==> config.mk <==
export PLATFORM = sky130hd
export DESIGN_NAME = playfield_pixel_pipe
export DESIGN_NICKNAME = d
export VERILOG_FILES = /design/src/rtl/playfield_pixel_pipe_pkg.sv /design/src/rtl/playfield_pixel_pipe_tile_color_lut.sv /design/src/rtl/playfield_pixel_pipe.sv
export SDC_FILE = /design/constraint.sdc
export NUM_CORES = 1
export LEC_CHECK = 0
export BUFFER_PORTS_ARGS = -buffer_cell sky130_fd_sc_hd__buf_2
export CAP_MARGIN = 10
export CORE_AREA = 4 4 335 337
export DETAILED_ROUTE_END_ITERATION = 10
export DIE_AREA = 0 0 339 341
export SYNTH_ARGS = -nofsm -noshare
export SYNTH_HDL_FRONTEND = slang
export SYNTH_SLANG_ARGS = --single-unit
==> constraint.sdc <==
create_clock -name clk -period 4.6 [get_ports clk]
set_clock_uncertainty 0.15 [all_clocks]
set_input_delay 0.92 -clock clk [delete_from_list [all_inputs] [get_ports clk]]
set_output_delay 0.92 -clock clk [all_outputs]
set_load 0.03 [all_outputs]
==> src/rtl/playfield_pixel_pipe_pkg.sv <==
// Shared display types and colours for the playfield and the other pixel drivers.
// Contents: playfield geometry defaults, tile_type_t, the tile colour palette,
// and the clear-animation state enum.
package playfield_pixel_pipe_pkg;

   localparam int unsigned PLAYFIELD_ROWS = 20;
   localparam int unsigned PLAYFIELD_COLS = 10;
   localparam int unsigned TILE_WIDTH     = 20;
   localparam int unsigned TILE_HEIGHT    = 20;

   typedef enum logic [3:0] {
      TT_BLANK, TT_GARBAGE, TT_GHOST, TT_I, TT_O, TT_T, TT_J, TT_L, TT_S, TT_Z
   } tile_type_t;

   localparam logic [23:0] TILE_BLANK_COLOR   = 24'h000000;
   localparam logic [23:0] TILE_GARBAGE_COLOR = 24'h808080;
   localparam logic [23:0] TILE_GHOST_COLOR   = 24'h404040;
   localparam logic [23:0] TETROMINO_I_COLOR  = 24'h00ffff;
   localparam logic [23:0] TETROMINO_O_COLOR  = 24'hffff00;
   localparam logic [23:0] TETROMINO_T_COLOR  = 24'ha000f0;
   localparam logic [23:0] TETROMINO_J_COLOR  = 24'h0000ff;
   localparam logic [23:0] TETROMINO_L_COLOR  = 24'hff8000;
   localparam logic [23:0] TETROMINO_S_COLOR  = 24'h00ff00;
   localparam logic [23:0] TETROMINO_Z_COLOR  = 24'hff0000;
   localparam logic [23:0] TILE_FLASH_COLOR   = 24'hffffff;
   localparam logic [23:0] TILE_GRID_COLOR    = 24'h202020;

   typedef enum logic [1:0] {IDLE, FLASH, DONE} clear_state_t;

endpackage

==> src/rtl/playfield_pixel_pipe_tile_color_lut.sv <==
// Combinational tile-type to colour map, shared with the next-piece and hold drivers.
// Ports:
//   tile  - tile type to render
//   color - 24-bit RGB colour; unknown encodings render as blank
module tile_color_lut
   import playfield_pixel_pipe_pkg::*;
(
   input  tile_type_t  tile,
   output logic [23:0] color
);

   always_comb begin
      color = TILE_BLANK_COLOR;
      case (tile)
         TT_GARBAGE: color = TILE_GARBAGE_COLOR;
         TT_GHOST:   color = TILE_GHOST_COLOR;
         TT_I:       color = TETROMINO_I_COLOR;
         TT_O:       color = TETROMINO_O_COLOR;
         TT_T:       color = TETROMINO_T_COLOR;
         TT_J:       color = TETROMINO_J_COLOR;
         TT_L:       color = TETROMINO_L_COLOR;
         TT_S:       color = TETROMINO_S_COLOR;
         TT_Z:       color = TETROMINO_Z_COLOR;
         default:    color = TILE_BLANK_COLOR;
      endcase
   end

endmodule

==> src/rtl/playfield_pixel_pipe.sv <==
// Pipelined playfield renderer with a frame-synchronous line-clear flash.
// Scan position is tracked with tile row/column counters; colour and active flag
// come out two clocks after the matching VGA_row/VGA_col.
// Optional macro PLAYFIELD_GRID_LINES_EN draws grid lines on the last pixel row and
// column of every tile, taking priority over flash and tile colour.
// Ports:
//   clk, rst_l          - pixel clock, asynchronous active-low reset
//   VGA_row, VGA_col    - current scan position
//   frame_start         - one-cycle pulse at the start of each frame
//   tile_type           - playfield contents
//   clear_rows          - rows to flash, latched on clear_start
//   clear_start         - begin clear animation
//   clear_busy          - animation in progress
//   clear_done          - one-cycle pulse at animation end
//   output_color, active- registered pixel colour and in-playfield flag
module playfield_pixel_pipe
   import playfield_pixel_pipe_pkg::*;
#(
   parameter int unsigned HSTART        = 220,
   parameter int unsigned VSTART        = 40,
   parameter int unsigned ROWS          = PLAYFIELD_ROWS,
   parameter int unsigned COLS          = PLAYFIELD_COLS,
   parameter int unsigned TILE_W        = TILE_WIDTH,
   parameter int unsigned TILE_H        = TILE_HEIGHT,
   parameter int unsigned FLASH_PERIOD  = 8,
   parameter int unsigned FLASH_TOGGLES = 6
) (
   input  logic             clk,
   input  logic             rst_l,
   input  logic [9:0]       VGA_row,
   input  logic [9:0]       VGA_col,
   input  logic             frame_start,
   input  tile_type_t       tile_type [ROWS][COLS],
   input  logic [ROWS-1:0]  clear_rows,
   input  logic             clear_start,
   output logic             clear_busy,
   output logic             clear_done,
   output logic [23:0]      output_color,
   output logic             active
);

   localparam int unsigned CSW = (TILE_W > 1) ? $clog2(TILE_W) : 1;
   localparam int unsigned CIW = (COLS > 1) ? $clog2(COLS) : 1;
   localparam int unsigned RSW = (TILE_H > 1) ? $clog2(TILE_H) : 1;
   localparam int unsigned RIW = (ROWS > 1) ? $clog2(ROWS) : 1;
   localparam int unsigned FCW = (FLASH_PERIOD > 1) ? $clog2(FLASH_PERIOD) : 1;
   localparam int unsigned TCW = (FLASH_TOGGLES > 1) ? $clog2(FLASH_TOGGLES) : 1;

   localparam logic [9:0]     HSTART_C = 10'(HSTART);
   localparam logic [9:0]     VSTART_C = 10'(VSTART);
   localparam logic [10:0]    HEND_C   = 11'(HSTART + COLS * TILE_W);
   localparam logic [10:0]    VEND_C   = 11'(VSTART + ROWS * TILE_H);
   localparam logic [CSW-1:0] CS_LAST  = CSW'(TILE_W - 1);
   localparam logic [RSW-1:0] RS_LAST  = RSW'(TILE_H - 1);
   localparam logic [FCW-1:0] FC_LAST  = FCW'(FLASH_PERIOD - 1);
   localparam logic [TCW-1:0] TC_LAST  = TCW'(FLASH_TOGGLES - 1);

   // ---------------- Stage 0: scan tracking ----------------
   logic [CSW-1:0] col_sub_q, col_sub_cur, col_sub_nxt;
   logic [CIW-1:0] col_idx_q, col_idx_cur, col_idx_nxt;
   logic [RSW-1:0] row_sub_q, row_sub_cur;
   logic [RIW-1:0] row_idx_q, row_idx_cur;
   logic           at_hstart, in_region;
   tile_type_t     tile_sel;

   assign at_hstart = (VGA_col == HSTART_C);
   assign in_region = (VGA_row >= VSTART_C) && ({1'b0, VGA_row} < VEND_C) &&
                      (VGA_col >= HSTART_C) && ({1'b0, VGA_col} < HEND_C);

   // The *_q counters hold the position of the current pixel unless this is the
   // first playfield column, where they are re-derived from the scan inputs.
   always_comb begin
      col_sub_cur = at_hstart ? '0 : col_sub_q;
      col_idx_cur = at_hstart ? '0 : col_idx_q;
      if (col_sub_cur == CS_LAST) begin
         col_sub_nxt = '0;
         col_idx_nxt = col_idx_cur + CIW'(1);
      end else begin
         col_sub_nxt = col_sub_cur + CSW'(1);
         col_idx_nxt = col_idx_cur;
      end
      row_sub_cur = row_sub_q;
      row_idx_cur = row_idx_q;
      if (at_hstart) begin
         if (VGA_row == VSTART_C) begin
            row_sub_cur = '0;
            row_idx_cur = '0;
         end else if (row_sub_q == RS_LAST) begin
            row_sub_cur = '0;
            row_idx_cur = row_idx_q + RIW'(1);
         end else begin
            row_sub_cur = row_sub_q + RSW'(1);
         end
      end
      tile_sel = TT_BLANK;
      if (in_region) tile_sel = tile_type[row_idx_cur][col_idx_cur];
   end

   always_ff @(posedge clk or negedge rst_l) begin
      if (!rst_l) begin
         col_sub_q <= '0;
         col_idx_q <= '0;
         row_sub_q <= '0;
         row_idx_q <= '0;
      end else begin
         col_sub_q <= col_sub_nxt;
         col_idx_q <= col_idx_nxt;
         row_sub_q <= row_sub_cur;
         row_idx_q <= row_idx_cur;
      end
   end

   // ---------------- Stage 1 ----------------
   // The column index is consumed by the tile select, so only the row index
   // (needed for the flash mask) travels down the pipe.
   logic           s1_in_region_q;
   logic [RIW-1:0] s1_row_idx_q;
   tile_type_t     s1_tile_q;
`ifdef PLAYFIELD_GRID_LINES_EN
   logic           s1_edge_q;
`endif

   always_ff @(posedge clk or negedge rst_l) begin
      if (!rst_l) begin
         s1_in_region_q <= 1'b0;
         s1_row_idx_q   <= '0;
         s1_tile_q      <= TT_BLANK;
`ifdef PLAYFIELD_GRID_LINES_EN
         s1_edge_q      <= 1'b0;
`endif
      end else begin
         s1_in_region_q <= in_region;
         s1_row_idx_q   <= row_idx_cur;
         s1_tile_q      <= tile_sel;
`ifdef PLAYFIELD_GRID_LINES_EN
         s1_edge_q      <= (col_sub_cur == CS_LAST) || (row_sub_cur == RS_LAST);
`endif
      end
   end

   // ---------------- Clear animation FSM ----------------
   clear_state_t    state_q, state_d;
   logic [ROWS-1:0] mask_q, mask_d;
   logic [FCW-1:0]  frame_cnt_q, frame_cnt_d;
   logic [TCW-1:0]  toggle_cnt_q, toggle_cnt_d;
   logic            flash_on_q, flash_on_d;

   always_comb begin
      state_d      = state_q;
      mask_d       = mask_q;
      frame_cnt_d  = frame_cnt_q;
      toggle_cnt_d = toggle_cnt_q;
      flash_on_d   = flash_on_q;
      case (state_q)
         IDLE: begin
            if (clear_start) begin
               mask_d       = clear_rows;
               frame_cnt_d  = '0;
               toggle_cnt_d = '0;
               if (clear_rows == '0) begin
                  state_d = DONE;
               end else begin
                  flash_on_d = 1'b1;
                  state_d    = FLASH;
               end
            end
         end
         FLASH: begin
            if (frame_start) begin
               if (frame_cnt_q == FC_LAST) begin
                  frame_cnt_d  = '0;
                  toggle_cnt_d = toggle_cnt_q + TCW'(1);
                  if (toggle_cnt_q == TC_LAST) begin
                     flash_on_d = 1'b0;
                     state_d    = DONE;
                  end else begin
                     flash_on_d = ~flash_on_q;
                  end
               end else begin
                  frame_cnt_d = frame_cnt_q + FCW'(1);
               end
            end
         end
         DONE: begin
            mask_d     = '0;
            flash_on_d = 1'b0;
            state_d    = IDLE;
         end
         default: state_d = IDLE;
      endcase
   end

   always_ff @(posedge clk or negedge rst_l) begin
      if (!rst_l) begin
         state_q      <= IDLE;
         mask_q       <= '0;
         frame_cnt_q  <= '0;
         toggle_cnt_q <= '0;
         flash_on_q   <= 1'b0;
      end else begin
         state_q      <= state_d;
         mask_q       <= mask_d;
         frame_cnt_q  <= frame_cnt_d;
         toggle_cnt_q <= toggle_cnt_d;
         flash_on_q   <= flash_on_d;
      end
   end

   assign clear_busy = (state_q != IDLE);
   assign clear_done = (state_q == DONE);

   // ---------------- Stage 2: colour ----------------
   logic [23:0] lut_color, color_d;

   tile_color_lut u_lut (
      .tile  (s1_tile_q),
      .color (lut_color)
   );

   always_comb begin
      color_d = TILE_BLANK_COLOR;
      if (s1_in_region_q) begin
         if (flash_on_q && mask_q[s1_row_idx_q]) color_d = TILE_FLASH_COLOR;
         else                                    color_d = lut_color;
`ifdef PLAYFIELD_GRID_LINES_EN
         if (s1_edge_q) color_d = TILE_GRID_COLOR;
`endif
      end
   end

   always_ff @(posedge clk or negedge rst_l) begin
      if (!rst_l) begin
         output_color <= TILE_BLANK_COLOR;
         active       <= 1'b0;
      end else begin
         output_color <= color_d;
         active       <= s1_in_region_q;
      end
   end

endmodule

* Word level (Yosys, flattened, before mapping)
Memory sizes are Yosys's and may differ from the RTL's.
Cells that the tools add are included.
** Operators by class
- Add/subtract/negate cells :: 6
- Order comparisons :: 7
- Equal/unequal tests :: 13
- Multiplexer cells :: 41
- Bitwise gates (word level) :: 3
- Reduce and logical (&&, ||, !) cells :: 15
** Operators with widths (number)
- binary-select mux 40 bit (select 5 bit) :: 1
- 2-to-1 mux 40 bit :: 2
- 2-to-1 mux 24 bit :: 2
- one-hot mux 20 bit (2 select lines) :: 1
- 2-to-1 mux 5 bit :: 7
- logical NOT 20 bit :: 1
- < comparator 10 x 9 -> 1 bit (second input constant) :: 2
- 2-to-1 mux 20 bit :: 1
- 2-to-1 mux 4 bit :: 5
- binary-select mux 4 bit (select 4 bit) :: 1
- adder 5 x 1 -> 5 bit (second input constant) :: 3
- 2-to-1 mux 3 bit :: 5
- one-hot mux 3 bit (2 select lines) :: 2
- equality test 10 x 6 -> 1 bit (second input constant) :: 1
- equality test 10 x 8 -> 1 bit (second input constant) :: 1
- equality test 5 bit (second input constant) :: 2
- greater-or-equal comparator 10 x 6 -> 1 bit (second input constant) :: 1
- greater-or-equal comparator 10 x 8 -> 1 bit (second input constant) :: 1
- 2-to-1 mux 2 bit :: 5
- != test 2 bit (second input constant) :: 5
- AND reduction 4 bit :: 2
- adder 3 x 1 -> 3 bit (second input constant) :: 2
- equality test 3 bit (second input constant) :: 2
- greater-or-equal comparator 6 bit (second input constant) :: 1
- 19 further kinds :: 29
** Word-level totals
- Register bits after elaboration :: 78
- Memory bits (read-only) :: 384
- Bits of input ports :: 844
- Output and inout port bits :: 27
- Logic and storage cells :: 99
- Memories :: 1
** Memories
- (name not given) :: words 16, bits a word 24, read ports 1, clocked after memory_dff 0, wr ports 0, RTL line playfield_pixel_pipe_tile_color_lut.sv:14 : case (tile)

* Depth between registers and ports, before layout
- Depth after elaboration :: 12
- Mapped depth :: 16
- Depth with buffers taken out :: 12

* Cells and area by module
From an unflattened synthesis, not the netlist that was laid out.
** Unflattened totals
- Cell total of the unflattened synthesis :: 2145
- Area, all modules :: 14441.4 µm²
** Modules (own cells, without submodules)
- playfield_pixel_pipe :: instances 1, cells an instance 2097, area each 14088.5 µm²
- tile_color_lut :: instances 1, cells an instance 48, area each 352.8 µm²

* Worst setup path after synthesis
Ideal clock, no wire load.
- Kind :: input -> register
- Start :: input port VGA_col[1]
- End :: register s1_tile_q[1]
- Setup time :: 0.131 ns
- Arrival :: 4.134 ns
- Required time :: 4.319 ns
- Slack :: 0.184 ns
- Stages on the path :: 14
- Path buffers :: 5
- Cell sequence :: or4_1 clkbuf_2 nor4_4 mux2_4 nand2_2 buf_2 buf_1 clkbuf_1 clkbuf_1 nand3_1 nand3_1 a31oi_1 a211oi_1 a31oi_1
** On the way
- Word-level cells in the longest chain between the ends :: 10
** RTL lines
- start, declared :: RTL line playfield_pixel_pipe.sv:31 : input logic [9:0] VGA_col,
- equality test 10 x 8 -> 1 bit :: RTL line playfield_pixel_pipe.sv:66 : assign at_hstart = (VGA_col == HSTART_C);
- 2-to-1 mux 5 bit :: RTL line playfield_pixel_pipe.sv:84 : if (at_hstart) begin
- inverter 5 -> 6 bit (implied by the code) :: RTL line playfield_pixel_pipe.sv:96 : if (in_region) tile_sel = tile_type[row_idx_cur][col_idx_cur];
- binary-select mux 40 bit (select 5 bit) :: RTL line playfield_pixel_pipe.sv:96
- 2-to-1 mux 40 bit (implied by the code) (2 in a row) :: RTL line playfield_pixel_pipe.sv:96
- binary-select mux 4 bit (select 4 bit) :: RTL line playfield_pixel_pipe.sv:96
- 2-to-1 mux 4 bit (implied by the code) (2 in a row) :: RTL line playfield_pixel_pipe.sv:96
- 2-to-1 mux 4 bit * :: RTL line playfield_pixel_pipe.sv:96
- named net tile_sel[1] :: RTL line playfield_pixel_pipe.sv:64 : tile_type_t tile_sel;
- end signal, assigned :: RTL line playfield_pixel_pipe.sv:134 : s1_tile_q <= tile_sel;
- end, declared :: RTL line playfield_pixel_pipe.sv:118 : tile_type_t s1_tile_q;
The timed path passes the listed nets; every way through them passes the cells marked *. The select of a mux whose other input is x is not followed.
A chain may end at the register's enable or synchronous reset.

* Final worst setup path
- Start :: input port VGA_col[1]
- End :: register s1_tile_q[2]
The elaborated chain is that of the path after synthesis.

==> results.txt <==
Entering global routing, the biggest net connects 51 pins. The worst path needs 4.52 ns of the cycle, external delays included. The post-synthesis instance area is 11,000 um^2. After routing the design area is 19,800 um^2. The global-route total usage across every layer came out at 18.5%.

The die covers 116,000 um^2. In this run the tool buffered the top-level ports with 870 buffer cells. The HPWL reported at the end of detailed placement came out at 102,000 um.

The path class of the tightest hold or removal check is flip-flop to flip-flop. The worst setup path is launched from a primary input. CTS saw 65 sinks.

In this run the critical register-to-register path is launched from row_sub_q[0]. The most critical setup path has its endpoint at s1_tile_q[2]. The placed instances occupy a cell area of 19,200 um^2. The setup-violating endpoint count in the final report came out at 0.

The hold buffer count at CTS is 0. After synthesis, the largest family of logic cells by area is simple AND/OR/NAND/NOR gates. The adder and majority gate portion of the synthesized area came out at 1.71%. The region available for standard cell placement spans 109,000 um^2. In this run the static leakage power is 0.00929 uW.

The first detailed-routing pass ran for 6 iterations. For this run, the number of Yosys warnings is 0. The number of routed nets with antenna violations came out at 0. In this run, CTS created clock tree buffers numbering 9.

The worst max-slew margin expressed relative to the limit came out at 27.7%. The required time at the worst-slack endpoint is 4.71 ns. After clock tree synthesis, the clock-pin slew on the worst setup and hold paths is 0.07 ns.

The final weighted congestion of routability-driven global placement came out at 1.01. The type of the worst setup path is primary input to flip-flop. The average wire per cell in the routed design is 27.0 um. The global-route wire length before repair is 150,000 um.

The worst register-to-register path ends at s1_tile_q[2]. The most critical setup path has its startpoint at VGA_col[1]. The tree is rooted in a sky130_fd_sc_hd__clkbuf_16. Setup repair after global routing left no endpoint under its margin.

After Yosys synthesis, XOR and XNOR cells account for 0.705% of the synthesized area. TritonCTS built the clock tree. The worst register-to-register path has a depth of 15. The routed via count divided by cell count is 4.36. At the pin with the least slew margin, the transition time is 1.07 ns. The detailed router's first-iteration violation count came out at 1,446.

Row generation in the floorplan step produced 121 rows. The final-report max-slew violation count came to 0. The signed area change from the synthesized netlist to the final layout is 79.7%.

The maximum achievable frequency is 0.221 GHz. The number of flops mapped to enable cells by yosys came out at 0. The number of violations of the max-capacitance limit is 0. Dividing total power by cell area gives a power density of 218 nW/um^2. The peak fanout along the critical path came out at 14. Sequential elements use 14.8% of the synthesized area. The flop-to-flop setup slack came out at 0.49 ns. In the final layout, the share of cells above drive strength 1 is 45.9%.

Global routing finished with a remaining overflow of 0. The total power came out at 4300 uW. The data arrival time of the critical path is 4.62 ns. The remaining routing DRC violations came out at 0. The via count of the first global-routing pass was 18.2k. The distinct cell type count after synthesis came out at 67. The effective utilization at floorplan is 10.1%. The flow ran to the end, and the final reports show no timing, DRC or antenna violations. The number of fill cells came out at 12.6k.

The initial antenna violation count came out at 71. The net count of the finished layout is 3,601. The count of endpoints failing hold in the final timing report came out at 0. The vertical extent of the die is 341 um. The capturing element type of the critical path is a flip-flop.

The post-synthesis compound-gate area fraction came out at 27.2%. The number of nets produced by synthesis is 2,569. The die boundary width came out at 339 um. The number of instances in the synthesized netlist is 1,710. Hold is met by 0.330 ns.

Wires add up to 114,000 um. The clock latency reported for the late side of the worst-skew pair is 0.34 ns. Cells fill 18.2% of the core in the end.

The part of the cycle the worst path needs is 98.2%. The most used flip-flop cell after synthesis is sky130_fd_sc_hd__dfrtp_1. The area share of and/or/nand/nor cells after synthesis is 35.2%. The mean instance size in the synthesized netlist is 6.43 um^2.

The total via count in the routed design came out at 18.3k. The peak ir drop on the vdd network came out at 0.165 mV. The proportion of register bits with asynchronous set or reset after synthesis came out at 100%.

The largest buffer count on any clock path came out at 2. 871 I/O pins were placed. The portion of netlist area occupied by mux cells is 13.2%. The post-synthesis sequential element count came out at 65.

The number of levels in the clock H-tree is 3.
cell families after synthesis:
| logic type | Yosys count |
|---|---|
| muxes | 136 |
| AOI/OAI and AO/OA | 464 |
| adders and majority gates | 15 |
| xor gates and xnor gates | 8 |
| buffers and inverters | 171 |
| and+or+nand+nor | 851 |
| DFF | 65 |
worst min-delay path by stage:
stage,start,end,slack (ns),depth (start not counted)
CTS,mask_q[7],mask_q[7],0.33,2
finish,mask_q[10],mask_q[10],0.33,2
detailed placement,mask_q[10],mask_q[10],0.32,2
floorplan,s1_in_region_q,active,0.22,0
global placement,mask_q[17],mask_q[17],0.31,2
global route,mask_q[0],mask_q[0],0.36,2
power breakdown:
| part | leakage, uW | internal [uW] | switching [uW] |
|---|---|---|---|
| Combinational | 0.00829 | 1090 | 1610 |
| Sequential | 0.000851 | 718 | 130 |
| Clock | 0.000148 | 443 | 311 |
| Total | 0.00929 | 2250 | 2060 |
placed cells by master (no fill, tap or decap), types with 23 or more instances in the layout:
cell,synthesis,final
sky130_fd_sc_hd__nand3_1,143,142
sky130_fd_sc_hd__a22oi_1,39,37
sky130_fd_sc_hd__diode_2,0,46
sky130_fd_sc_hd__o21ai_0,82,79
sky130_fd_sc_hd__o22ai_1,28,27
sky130_fd_sc_hd__nor2_1,63,56
sky130_fd_sc_hd__dfrtp_1,65,65
sky130_fd_sc_hd__nand4_1,23,23
sky130_fd_sc_hd__nand2b_1,24,24
sky130_fd_sc_hd__a211oi_1,70,68
sky130_fd_sc_hd__nand2_1,470,467
sky130_fd_sc_hd__buf_2,51,870
sky130_fd_sc_hd__and3_1,49,48
sky130_fd_sc_hd__a31oi_1,57,54
sky130_fd_sc_hd__a21oi_1,101,99
sky130_fd_sc_hd__buf_12,0,32
sky130_fd_sc_hd__mux2i_1,110,107
sky130_fd_sc_hd__buf_4,20,269
per-stage QoR:
stage               cells  TNS [ns]  setup slack, ns
floorplan            1710         0            0.184
global placement     4143     -2.93            -1.00
detailed placement   4143     -2.95           -0.959
CTS                  4161         0          0.00859
global route         4174         0           0.0159
finish               4207         0           0.0830
Yosys cell counts (7+ instances only):
master                      count  area, um^2
sky130_fd_sc_hd__buf_1          8        30.0
sky130_fd_sc_hd__clkbuf_1      69         259
sky130_fd_sc_hd__and3_1        49         307
sky130_fd_sc_hd__nand2_1      470        1760
sky130_fd_sc_hd__or4_1         10        75.1
sky130_fd_sc_hd__nand2b_1      24         150
sky130_fd_sc_hd__nor2_1        63         236
sky130_fd_sc_hd__nand4_1       23         144
sky130_fd_sc_hd__o2bb2ai_1      7        61.3
sky130_fd_sc_hd__a21oi_1      101         505
sky130_fd_sc_hd__a22oi_1       39         293
sky130_fd_sc_hd__o211ai_1      10        75.1
sky130_fd_sc_hd__a21boi_0       7        52.6
sky130_fd_sc_hd__o22ai_1       28         175
sky130_fd_sc_hd__buf_2         51         255
sky130_fd_sc_hd__buf_4         20         150
sky130_fd_sc_hd__o21ai_0       82         410
sky130_fd_sc_hd__o21a_1        14         105
sky130_fd_sc_hd__and2_1         7        43.8
sky130_fd_sc_hd__mux2_2        20         225
sky130_fd_sc_hd__a211oi_1      70         526
sky130_fd_sc_hd__inv_1         17        63.8
sky130_fd_sc_hd__mux2i_1      110        1100
sky130_fd_sc_hd__nor4_1        21         131
sky130_fd_sc_hd__nor3_1        20         100
sky130_fd_sc_hd__ha_1          15         188
sky130_fd_sc_hd__dfrtp_1       65        1630
sky130_fd_sc_hd__nand3_1      143         716
sky130_fd_sc_hd__a31oi_1       57         357
layout make-up:
type,count,area [um^2],share of cell area (%)
Multi-Input combinational cell,1474,8830,44.7
Timing Repair Buffer,1172,7030,35.5
Tap cell,1414,1770,8.95
Sequential cell,65,1630,8.23
Clock buffer,10,239,1.21
Antenna cell,46,115,0.582
Inverter,20,92.6,0.468
Clock inverter,6,73.8,0.373
timing repair:
| action | in CTS | in global routing |
|---|---|---|
| gates resized for setup | 13 | 13 |
| setup endpoints to repair | 4 | 4 |
| pin swaps | 1 | 0 |
| buffers inserted | 2 | 0 |
| cloned | 0 | 0 |
critical path: stages:
cell and delay, ns:
sky130_fd_sc_hd__buf_2 0.12, sky130_fd_sc_hd__or4_4 0.61, sky130_fd_sc_hd__nor4_4 0.32, sky130_fd_sc_hd__buf_4 0.19, sky130_fd_sc_hd__xor2_4 0.18, sky130_fd_sc_hd__buf_12 0.16, sky130_fd_sc_hd__nand2_8 0.09, sky130_fd_sc_hd__inv_6 0.11
sky130_fd_sc_hd__buf_4 0.23, sky130_fd_sc_hd__nand2_1 0.07, sky130_fd_sc_hd__a31oi_1 0.48, sky130_fd_sc_hd__a32oi_1 0.16, sky130_fd_sc_hd__a311o_1 0.40, sky130_fd_sc_hd__a211o_1 0.38, sky130_fd_sc_hd__a31oi_1 0.20
registers in the layout, summed over array words and instances (netlist names), 2 cells and up:
name and count:
toggle_cnt_q 3, frame_cnt_q 3, col_sub_q 5, col_idx_q 4, s1_tile_q 4, s1_row_idx_q 5
state_q 2, row_sub_q 5, output_color 11, mask_q 20
routing by layer:
metal  up-vias  share of wire (%)  global-route usage, %
met5         -               0.23                      0
met4        36                2.5                   4.02
met3       155                8.0                   4.35
met2      1040                 47                   31.1
met1      8741                 42                   23.9
li1       8368                  -                      -
Power figures use the tool's default switching activity.
